==> config.mk <==
export PLATFORM = sky130hd
export DESIGN_NAME = com_loader
export DESIGN_NICKNAME = d
export VERILOG_FILES = /design/src/rtl/com_loader_pkg.sv /design/src/rtl/com_loader_timer.sv /design/src/rtl/com_loader.sv
export SDC_FILE = /design/constraint.sdc
export NUM_CORES = 1
export LEC_CHECK = 0
export ABC_AREA = 1
export CAP_MARGIN = 20
export CORE_MARGIN = 4
export CORE_UTILIZATION = 53
export CTS_BUF_LIST = sky130_fd_sc_hd__clkbuf_16
export DETAILED_ROUTE_END_ITERATION = 10
export HOLD_SLACK_MARGIN = 0.05
export MAX_ROUTING_LAYER = met4
export PLACE_DENSITY = 0.86
export SLEW_MARGIN = 20
export SYNTH_ARGS = -nofsm -noshare
export SYNTH_HDL_FRONTEND = slang
export SYNTH_SLANG_ARGS = --single-unit
==> constraint.sdc <==
create_clock -name clk1 -period 1.9 [get_ports clk1]
set_clock_uncertainty 0.05 [all_clocks]
set_input_delay 0.57 -clock clk1 [delete_from_list [all_inputs] [get_ports clk1]]
set_output_delay 0.57 -clock clk1 [all_outputs]
set_load 0.03 [all_outputs]
==> src/rtl/com_loader_pkg.sv <==
// com_loader_pkg: state encoding, protocol byte codes and small helpers
// shared by the host-link program loader.
// Optional feature macro: COM_LOADER_CHECKSUM_EN (adds the CSUM state).
package com_loader_pkg;

    // Loader FSM states; CSUM exists only when the checksum byte is enabled.
    typedef enum logic [2:0] {
        IDLE,
        ADDR_H,
        ADDR_L,
        DATA_H,
        DATA_L,
`ifdef COM_LOADER_CHECKSUM_EN
        CSUM,
`endif
        WRITE,
        RESP
    } state_t;

    // Command bytes received from the host.
    localparam logic [7:0] CMD_WRITE = 8'h57;
    localparam logic [7:0] CMD_HALT  = 8'h48;
    localparam logic [7:0] CMD_GO    = 8'h47;

    // Response bytes sent to the host.
    localparam logic [7:0] RSP_ACK  = 8'h06;
    localparam logic [7:0] RSP_NAK  = 8'h15;
    localparam logic [7:0] RSP_DONE = 8'h44;

    // True for states that wait on further bytes of a 'W' packet and are
    // therefore subject to the inter-byte timeout.
    function automatic logic is_collect_state(input state_t s);
        logic r;
        r = (s == ADDR_H) || (s == ADDR_L) || (s == DATA_H) || (s == DATA_L);
`ifdef COM_LOADER_CHECKSUM_EN
        r = r || (s == CSUM);
`endif
        return r;
    endfunction

endpackage

==> src/rtl/com_loader_timer.sv <==
// com_loader_timer: inter-byte idle timer. Counts consecutive idle cycles
// while armed, restarts on every received byte, and flags the cycle that
// completes TIMEOUT_CYCLES idle cycles.
module com_loader_timer #(
    parameter int unsigned TIMEOUT_CYCLES = 65535
) (
    input  logic clk1,
    input  logic rst,
    input  logic load,
    input  logic count_en,
    output logic expired
);

    localparam int unsigned LIMIT = (TIMEOUT_CYCLES < 1) ? 1 : TIMEOUT_CYCLES;
    localparam int CW = (LIMIT > 1) ? $clog2(LIMIT) : 1;
    localparam logic [CW-1:0] LAST = CW'(LIMIT - 1);

    logic [CW-1:0] count_q;
    logic [CW-1:0] count_d;

    // Next count: restart on a byte or when disarmed, otherwise count up to LAST.
    always_comb begin
        count_d = count_q;
        if (load || !count_en) begin
            count_d = '0;
        end else if (count_q != LAST) begin
            count_d = count_q + CW'(1);
        end
    end

    // Idle-cycle counter register.
    always_ff @(posedge clk1) begin
        if (rst) begin
            count_q <= '0;
        end else begin
            count_q <= count_d;
        end
    end

    assign expired = count_en && !load && (count_q == LAST);

endmodule

==> src/rtl/com_loader.sv <==
// com_loader: host-link program loader. Receives 'W' (write word), 'G' (run
// processor) and 'H' (halt processor) packets, drives the memory write port
// while the processor is halted, and reports processor completion with 'D'.
// Optional feature macro: COM_LOADER_CHECKSUM_EN adds a sixth checksum byte
// to 'W' packets.
module com_loader
    import com_loader_pkg::*;
#(
    parameter int unsigned TIMEOUT_CYCLES = 65535
) (
    input  logic        clk1,
    input  logic        rst,
    input  logic [7:0]  rx_data,
    input  logic        rx_valid,
    output logic [7:0]  tx_data,
    output logic        tx_valid,
    input  logic        tx_ready,
    input  logic        ENDda,
    output logic        ComENNot,
    output logic [15:0] AddFromCom,
    output logic [15:0] DatFromCom,
    output logic        WriteFromCom,
    output logic        busy
);

    state_t      state_q, state_d;
    logic [15:0] addr_buf_q, addr_buf_d;
    logic [7:0]  data_hi_q, data_hi_d;
    logic [15:0] add_q, add_d;
    logic [15:0] dat_q, dat_d;
    logic        write_q, write_d;
    logic        tx_valid_q, tx_valid_d;
    logic [7:0]  tx_data_q, tx_data_d;
    logic        com_en_q, com_en_d;
    logic        d_pending_q, d_pending_d;
    logic        endda_q;
    logic        end_rise;
    logic        send_done;
    logic        timer_expired;
`ifdef COM_LOADER_CHECKSUM_EN
    logic [7:0]  data_lo_q, data_lo_d;
    logic [7:0]  csum_q, csum_d;
`endif

    com_loader_timer #(
        .TIMEOUT_CYCLES (TIMEOUT_CYCLES)
    ) u_timer (
        .clk1     (clk1),
        .rst      (rst),
        .load     (rx_valid),
        .count_en (is_collect_state(state_q)),
        .expired  (timer_expired)
    );

    // Processor end flag only matters while the processor is running.
    assign end_rise = ENDda && !endda_q && com_en_q;

    // A single 'D' slot: set on a qualifying end edge, freed when sent.
    assign d_pending_d = end_rise || (d_pending_q && !send_done);

    // State register.
    always_ff @(posedge clk1) begin
        if (rst) begin
            state_q <= IDLE;
        end else begin
            state_q <= state_d;
        end
    end

    // Next-state logic: one state per received byte, rejects go straight to RESP.
    always_comb begin
        state_d = state_q;
        case (state_q)
            IDLE: begin
                if (rx_valid) begin
                    if ((rx_data == CMD_WRITE) && !com_en_q) begin
                        state_d = ADDR_H;
                    end else begin
                        state_d = RESP;
                    end
                end else if (d_pending_q) begin
                    state_d = RESP;
                end
            end
            ADDR_H: begin
                if (rx_valid) begin
                    state_d = ADDR_L;
                end else if (timer_expired) begin
                    state_d = IDLE;
                end
            end
            ADDR_L: begin
                if (rx_valid) begin
                    state_d = DATA_H;
                end else if (timer_expired) begin
                    state_d = IDLE;
                end
            end
            DATA_H: begin
                if (rx_valid) begin
                    state_d = DATA_L;
                end else if (timer_expired) begin
                    state_d = IDLE;
                end
            end
            DATA_L: begin
                if (rx_valid) begin
`ifdef COM_LOADER_CHECKSUM_EN
                    state_d = CSUM;
`else
                    state_d = WRITE;
`endif
                end else if (timer_expired) begin
                    state_d = IDLE;
                end
            end
`ifdef COM_LOADER_CHECKSUM_EN
            CSUM: begin
                if (rx_valid) begin
                    state_d = (rx_data == csum_q) ? WRITE : RESP;
                end else if (timer_expired) begin
                    state_d = IDLE;
                end
            end
`endif
            WRITE: begin
                state_d = RESP;
            end
            RESP: begin
                if (tx_valid_q && tx_ready) begin
                    state_d = IDLE;
                end
            end
            default: begin
                state_d = IDLE;
            end
        endcase
    end

    // Output and datapath logic: byte capture, write strobe, responses, run flag.
    always_comb begin
        addr_buf_d = addr_buf_q;
        data_hi_d  = data_hi_q;
        add_d      = add_q;
        dat_d      = dat_q;
        write_d    = 1'b0;
        tx_valid_d = tx_valid_q;
        tx_data_d  = tx_data_q;
        com_en_d   = com_en_q;
        send_done  = 1'b0;
`ifdef COM_LOADER_CHECKSUM_EN
        data_lo_d  = data_lo_q;
        csum_d     = csum_q;
        if (rx_valid && is_collect_state(state_q)) begin
            csum_d = csum_q + rx_data;
        end
`endif
        case (state_q)
            IDLE: begin
                if (rx_valid) begin
`ifdef COM_LOADER_CHECKSUM_EN
                    csum_d = rx_data;
`endif
                    case (rx_data)
                        CMD_WRITE: begin
                            if (com_en_q) begin
                                tx_valid_d = 1'b1;
                                tx_data_d  = RSP_NAK;
                            end
                        end
                        CMD_GO: begin
                            com_en_d   = 1'b1;
                            tx_valid_d = 1'b1;
                            tx_data_d  = RSP_ACK;
                        end
                        CMD_HALT: begin
                            com_en_d   = 1'b0;
                            tx_valid_d = 1'b1;
                            tx_data_d  = RSP_ACK;
                        end
                        default: begin
                            tx_valid_d = 1'b1;
                            tx_data_d  = RSP_NAK;
                        end
                    endcase
                end else if (d_pending_q) begin
                    tx_valid_d = 1'b1;
                    tx_data_d  = RSP_DONE;
                    send_done  = 1'b1;
                end
            end
            ADDR_H: begin
                if (rx_valid) begin
                    addr_buf_d[15:8] = rx_data;
                end
            end
            ADDR_L: begin
                if (rx_valid) begin
                    addr_buf_d[7:0] = rx_data;
                end
            end
            DATA_H: begin
                if (rx_valid) begin
                    data_hi_d = rx_data;
                end
            end
            DATA_L: begin
                if (rx_valid) begin
`ifdef COM_LOADER_CHECKSUM_EN
                    data_lo_d = rx_data;
`else
                    add_d   = addr_buf_q;
                    dat_d   = {data_hi_q, rx_data};
                    write_d = 1'b1;
`endif
                end
            end
`ifdef COM_LOADER_CHECKSUM_EN
            CSUM: begin
                if (rx_valid) begin
                    if (rx_data == csum_q) begin
                        add_d   = addr_buf_q;
                        dat_d   = {data_hi_q, data_lo_q};
                        write_d = 1'b1;
                    end else begin
                        tx_valid_d = 1'b1;
                        tx_data_d  = RSP_NAK;
                    end
                end
            end
`endif
            WRITE: begin
                tx_valid_d = 1'b1;
                tx_data_d  = RSP_ACK;
            end
            RESP: begin
                if (tx_valid_q && tx_ready) begin
                    tx_valid_d = 1'b0;
                end
            end
            default: begin
                tx_valid_d = 1'b0;
            end
        endcase
        if (end_rise) begin
            com_en_d = 1'b0;
        end
    end

    // Datapath and output registers.
    always_ff @(posedge clk1) begin
        if (rst) begin
            addr_buf_q  <= '0;
            data_hi_q   <= '0;
            add_q       <= '0;
            dat_q       <= '0;
            write_q     <= 1'b0;
            tx_valid_q  <= 1'b0;
            tx_data_q   <= '0;
            com_en_q    <= 1'b0;
            d_pending_q <= 1'b0;
            endda_q     <= 1'b0;
`ifdef COM_LOADER_CHECKSUM_EN
            data_lo_q   <= '0;
            csum_q      <= '0;
`endif
        end else begin
            addr_buf_q  <= addr_buf_d;
            data_hi_q   <= data_hi_d;
            add_q       <= add_d;
            dat_q       <= dat_d;
            write_q     <= write_d;
            tx_valid_q  <= tx_valid_d;
            tx_data_q   <= tx_data_d;
            com_en_q    <= com_en_d;
            d_pending_q <= d_pending_d;
            endda_q     <= ENDda;
`ifdef COM_LOADER_CHECKSUM_EN
            data_lo_q   <= data_lo_d;
            csum_q      <= csum_d;
`endif
        end
    end

    assign tx_data      = tx_data_q;
    assign tx_valid     = tx_valid_q;
    assign ComENNot     = com_en_q;
    assign AddFromCom   = add_q;
    assign DatFromCom   = dat_q;
    assign WriteFromCom = write_q;
    assign busy         = (state_q != IDLE);

endmodule

==> impl_metrics.json <==
{
  "syn_avg_cell_area_um2": 7.50,
  "vdd_drop_max_mv": 1.25,
  "io_pins": 57,
  "worstHoldPathType": "flip-flop to flip-flop",
  "fin_cells": 629,
  "cts_sinks": 84,
  "drtPass1Iterations": 4,
  "cts_tree": "done",
  "crit_required_ns": 1.28,
  "multi_input_area_mm2": 0.00159,
  "core_area_mm2": 0.00646,
  "area_growth_pct": 28.8,
  "die_w_um": 90.1,
  "synth-edff-count": 0,
  "antenna_cells": 0,
  "dp_cells": 613,
  "period_needed_ns": 1.84,
  "p_leak_nw": 2.14,
  "cts_root_buffer": "clkbuf_16",
  "synth_cell_types": 37,
  "vias": 3379,
  "antenna_found_initial": 0,
  "drt-initial-drc-count": 252,
  "path_clk_slew_ns": 0.06,
  "ant_nets": 0,
  "seq_area_frac_synth_pct": 47.1,
  "clock_tree.buffer_depth": 2,
  "post_cts_buffers": 0,
  "rsz0062_at_grt": "no",
  "rows": 29,
  "grt_pass1_vias": 3274,
  "h-tree-depth": 3,
  "period_share_pct": 96.9,
  "hold_viol_final": 0,
  "worstSetupPathType": "flip-flop to output port",
  "wl_per_cell_um": 14.4,
  "yosysWarnings": 0,
  "ys_seq_elements": 84,
  "critPathMaxStageDelay_ns": 0.38,
  "overflow": 0,
  "cp-start-kind": "flip-flop",
  "synthFlopType": "dfxtp_1",
  "numPortBuffers": 53,
  "dp_hpwl_mm": 6.20,
  "slew_viol_final": 0,
  "setup_viol_count_final": 0,
  "nFillCells": 483,
  "r2r_cells": 7,
  "remaining_drc_errors": 0,
  "wirelength_mm": 9.03,
  "die_area_mm2": 0.00811,
  "die_h_um": 90.1,
  "gp_congestion": 0.901,
  "viasPerCell": 5.37,
  "grt_max_degree": 57,
  "cp.arrival_ns": 1.22,
  "final_nets": 562,
  "numCtsBuffers": 9,
  "status": "completed",
  "total_power_mw": 5.79,
  "initial_utilization_pct": 55.3,
  "track_usage_pct": 23.5,
  "final_layout_size_suffix_gt1_share_pct": 13.4,
  "grt_pass1_wl_mm": 15.2,
  "power.density_mw_per_mm2": 1260,
  "hold_buffers": 0,
  "max_freq_ghz": 0.543,
  "insertion_delay_ns": 0.34,
  "crit_fanout": 7,
  "cp_slowest_cell": "dfxtp_1",
  "async_flop_share_pct": 0,
  "end_kind": "output port",
  "holdPathStages": 2,
  "seq_area_mm2": 0.00168,
  "path_cells": "nor2_2 > nand2_2 > buf_4",
  "synth_cells": 476,
  "max-cap-violations": 0,
  "fin_setup_tns_ns": 0,
  "syn-cell-area_mm2": 0.00357
}
[placed cells by master (no fill, tap or decap), types with 2 or more instances in the layout]
cell type,instances
a211oi_2,2
a21oi_1,33
a21oi_2,2
a31oi_1,2
buf_12,3
buf_4,25
bufinv_16,2
clkbuf_16,9
clkdlybuf4s50_1,12
clkinvlp_4,2
conb_1,3
dfxtp_1,83
dlygate4sd2_1,40
ha_1,2
inv_1,41
inv_2,2
inv_4,2
nand2_1,53
nand2_2,5
nand3_1,19
nand4_1,8
nor2_1,96
nor2_2,6
nor2_4,3
nor3_1,10
nor3_2,4
o21ai_0,61
o21ai_1,3
or2_1,3
xnor2_1,2
xor2_1,3
[metrics by stage]
step / instance area (um2) / hold WS, ns / utilization, % / setup WS (ns)
floorplan: 3580 / 0.400 / - / 0.378
global placement: 4300 / 0.400 / 66.6 / -0.185
detailed placement: 4300 / 0.407 / 66.6 / -0.243
CTS: 4580 / 0.413 / 70.9 / 0.0291
global route: 4600 / 0.439 / 71.2 / 0.000663
finish: 4600 / 0.410 / 71.2 / 0.0589
[final cells by class]
class | count | share of cell area (%)
flip-flops and latches | 84 | 36.6
multi-input cells | 326 | 34.6
repair buffers | 80 | 15.6
clock buffers | 9 | 4.90
inverters | 46 | 4.00
clock inverters | 7 | 2.15
well taps | 77 | 2.10
[metal layers]
metal  wire (um)  global-route usage, %  up-vias
li1            -                      -     1688
met1        3830                   27.4     1554
met2        4470                   38.7      112
met3         534                   6.51       25
met4         195                   8.67        0
met5           0                      -        -
[cells by family (layout without fill, tap and decap cells)]
group	count (synthesis)	count (layout)	synth area share (%)
other	1	3	0.105
AOI/OAI and AO/OA	105	105	15.5
xor gates and xnor gates	5	5	1.23
and+or+nand+nor	211	211	26.4
DFF	84	84	47.1
buffers and inverters	68	142	8.97
adders and majority gates	2	2	0.701
[power by group]
part	internal [mW]	switching, mW
Clock	1.16	0.725
Combinational	0.571	1.15
Sequential	2.02	0.161
Total	3.75	2.04
[state kept, by name (all words and copies together) (netlist names), 3 cells and up]
register and count:
AddFromCom 16, tx_data 4, addr_buf_q 16, data_hi_q 8
u_timer.count_q 16, DatFromCom 16, state_q 3
[synth_stat cells, types with 2 or more instances]
cell type / number / share of area, %
nor2_1: 98 / 10
dfxtp_1: 84 / 47
o21ai_0: 62 / 8.7
nand2_1: 54 / 5.7
inv_1: 40 / 4.2
a21oi_1: 33 / 4.6
nand3_1: 19 / 2.7
buf_4: 10 / 2.1
nor3_1: 10 / 1.4
nand4_1: 8 / 1.4
clkbuf_1: 7 / 0.74
nor2_2: 5 / 0.88
nand2_2: 4 / 0.70
nor3_2: 4 / 1.1
buf_2: 3 / 0.42
inv_2: 3 / 0.32
or2_1: 3 / 0.53
xor2_1: 3 / 0.74
a21oi_2: 2 / 0.49
a31oi_1: 2 / 0.35
buf_6: 2 / 0.63
ha_1: 2 / 0.70
nor2_4: 2 / 0.63
o21ai_1: 2 / 0.28
xnor2_1: 2 / 0.49
[worst max-delay path: cells and delay by family, from the launching register on]
| family | cells | cell delay [ns] |
|---|---|---|
| buf+inv | 1 | 0.18 |
| simple gates | 2 | 0.32 |
| flops | 1 | 0.38 |
[worst paths after layout]
check / endpoint / startpoint / slack [ns]
setup / recovery: busy / state_q[0]$_SDFFE_PP0P_ / 0.06
hold / removal: tx_data[6]$_SDFFE_PP0P_ / tx_data[6]$_SDFFE_PP0P_ / 0.41
setup reg to reg: u_timer.count_q[12]$_SDFFE_PP0N_ / u_timer.count_q[0]$_SDFFE_PP0N_ / 0.14
hold reg to reg: tx_data[6]$_SDFFE_PP0P_ / tx_data[6]$_SDFFE_PP0P_ / 0.41
[repair_timing]
| action | in CTS | in global routing |
|---|---|---|
| gates cloned | 0 | 0 |
| endpoints found under the setup margin | 40 | 5 |
| resized for setup | 40 | 9 |
| pin swaps | 0 | 2 |
| endpoints found under the hold margin | 0 | 0 |
No activity file was read; power rests on OpenSTA's default activity.
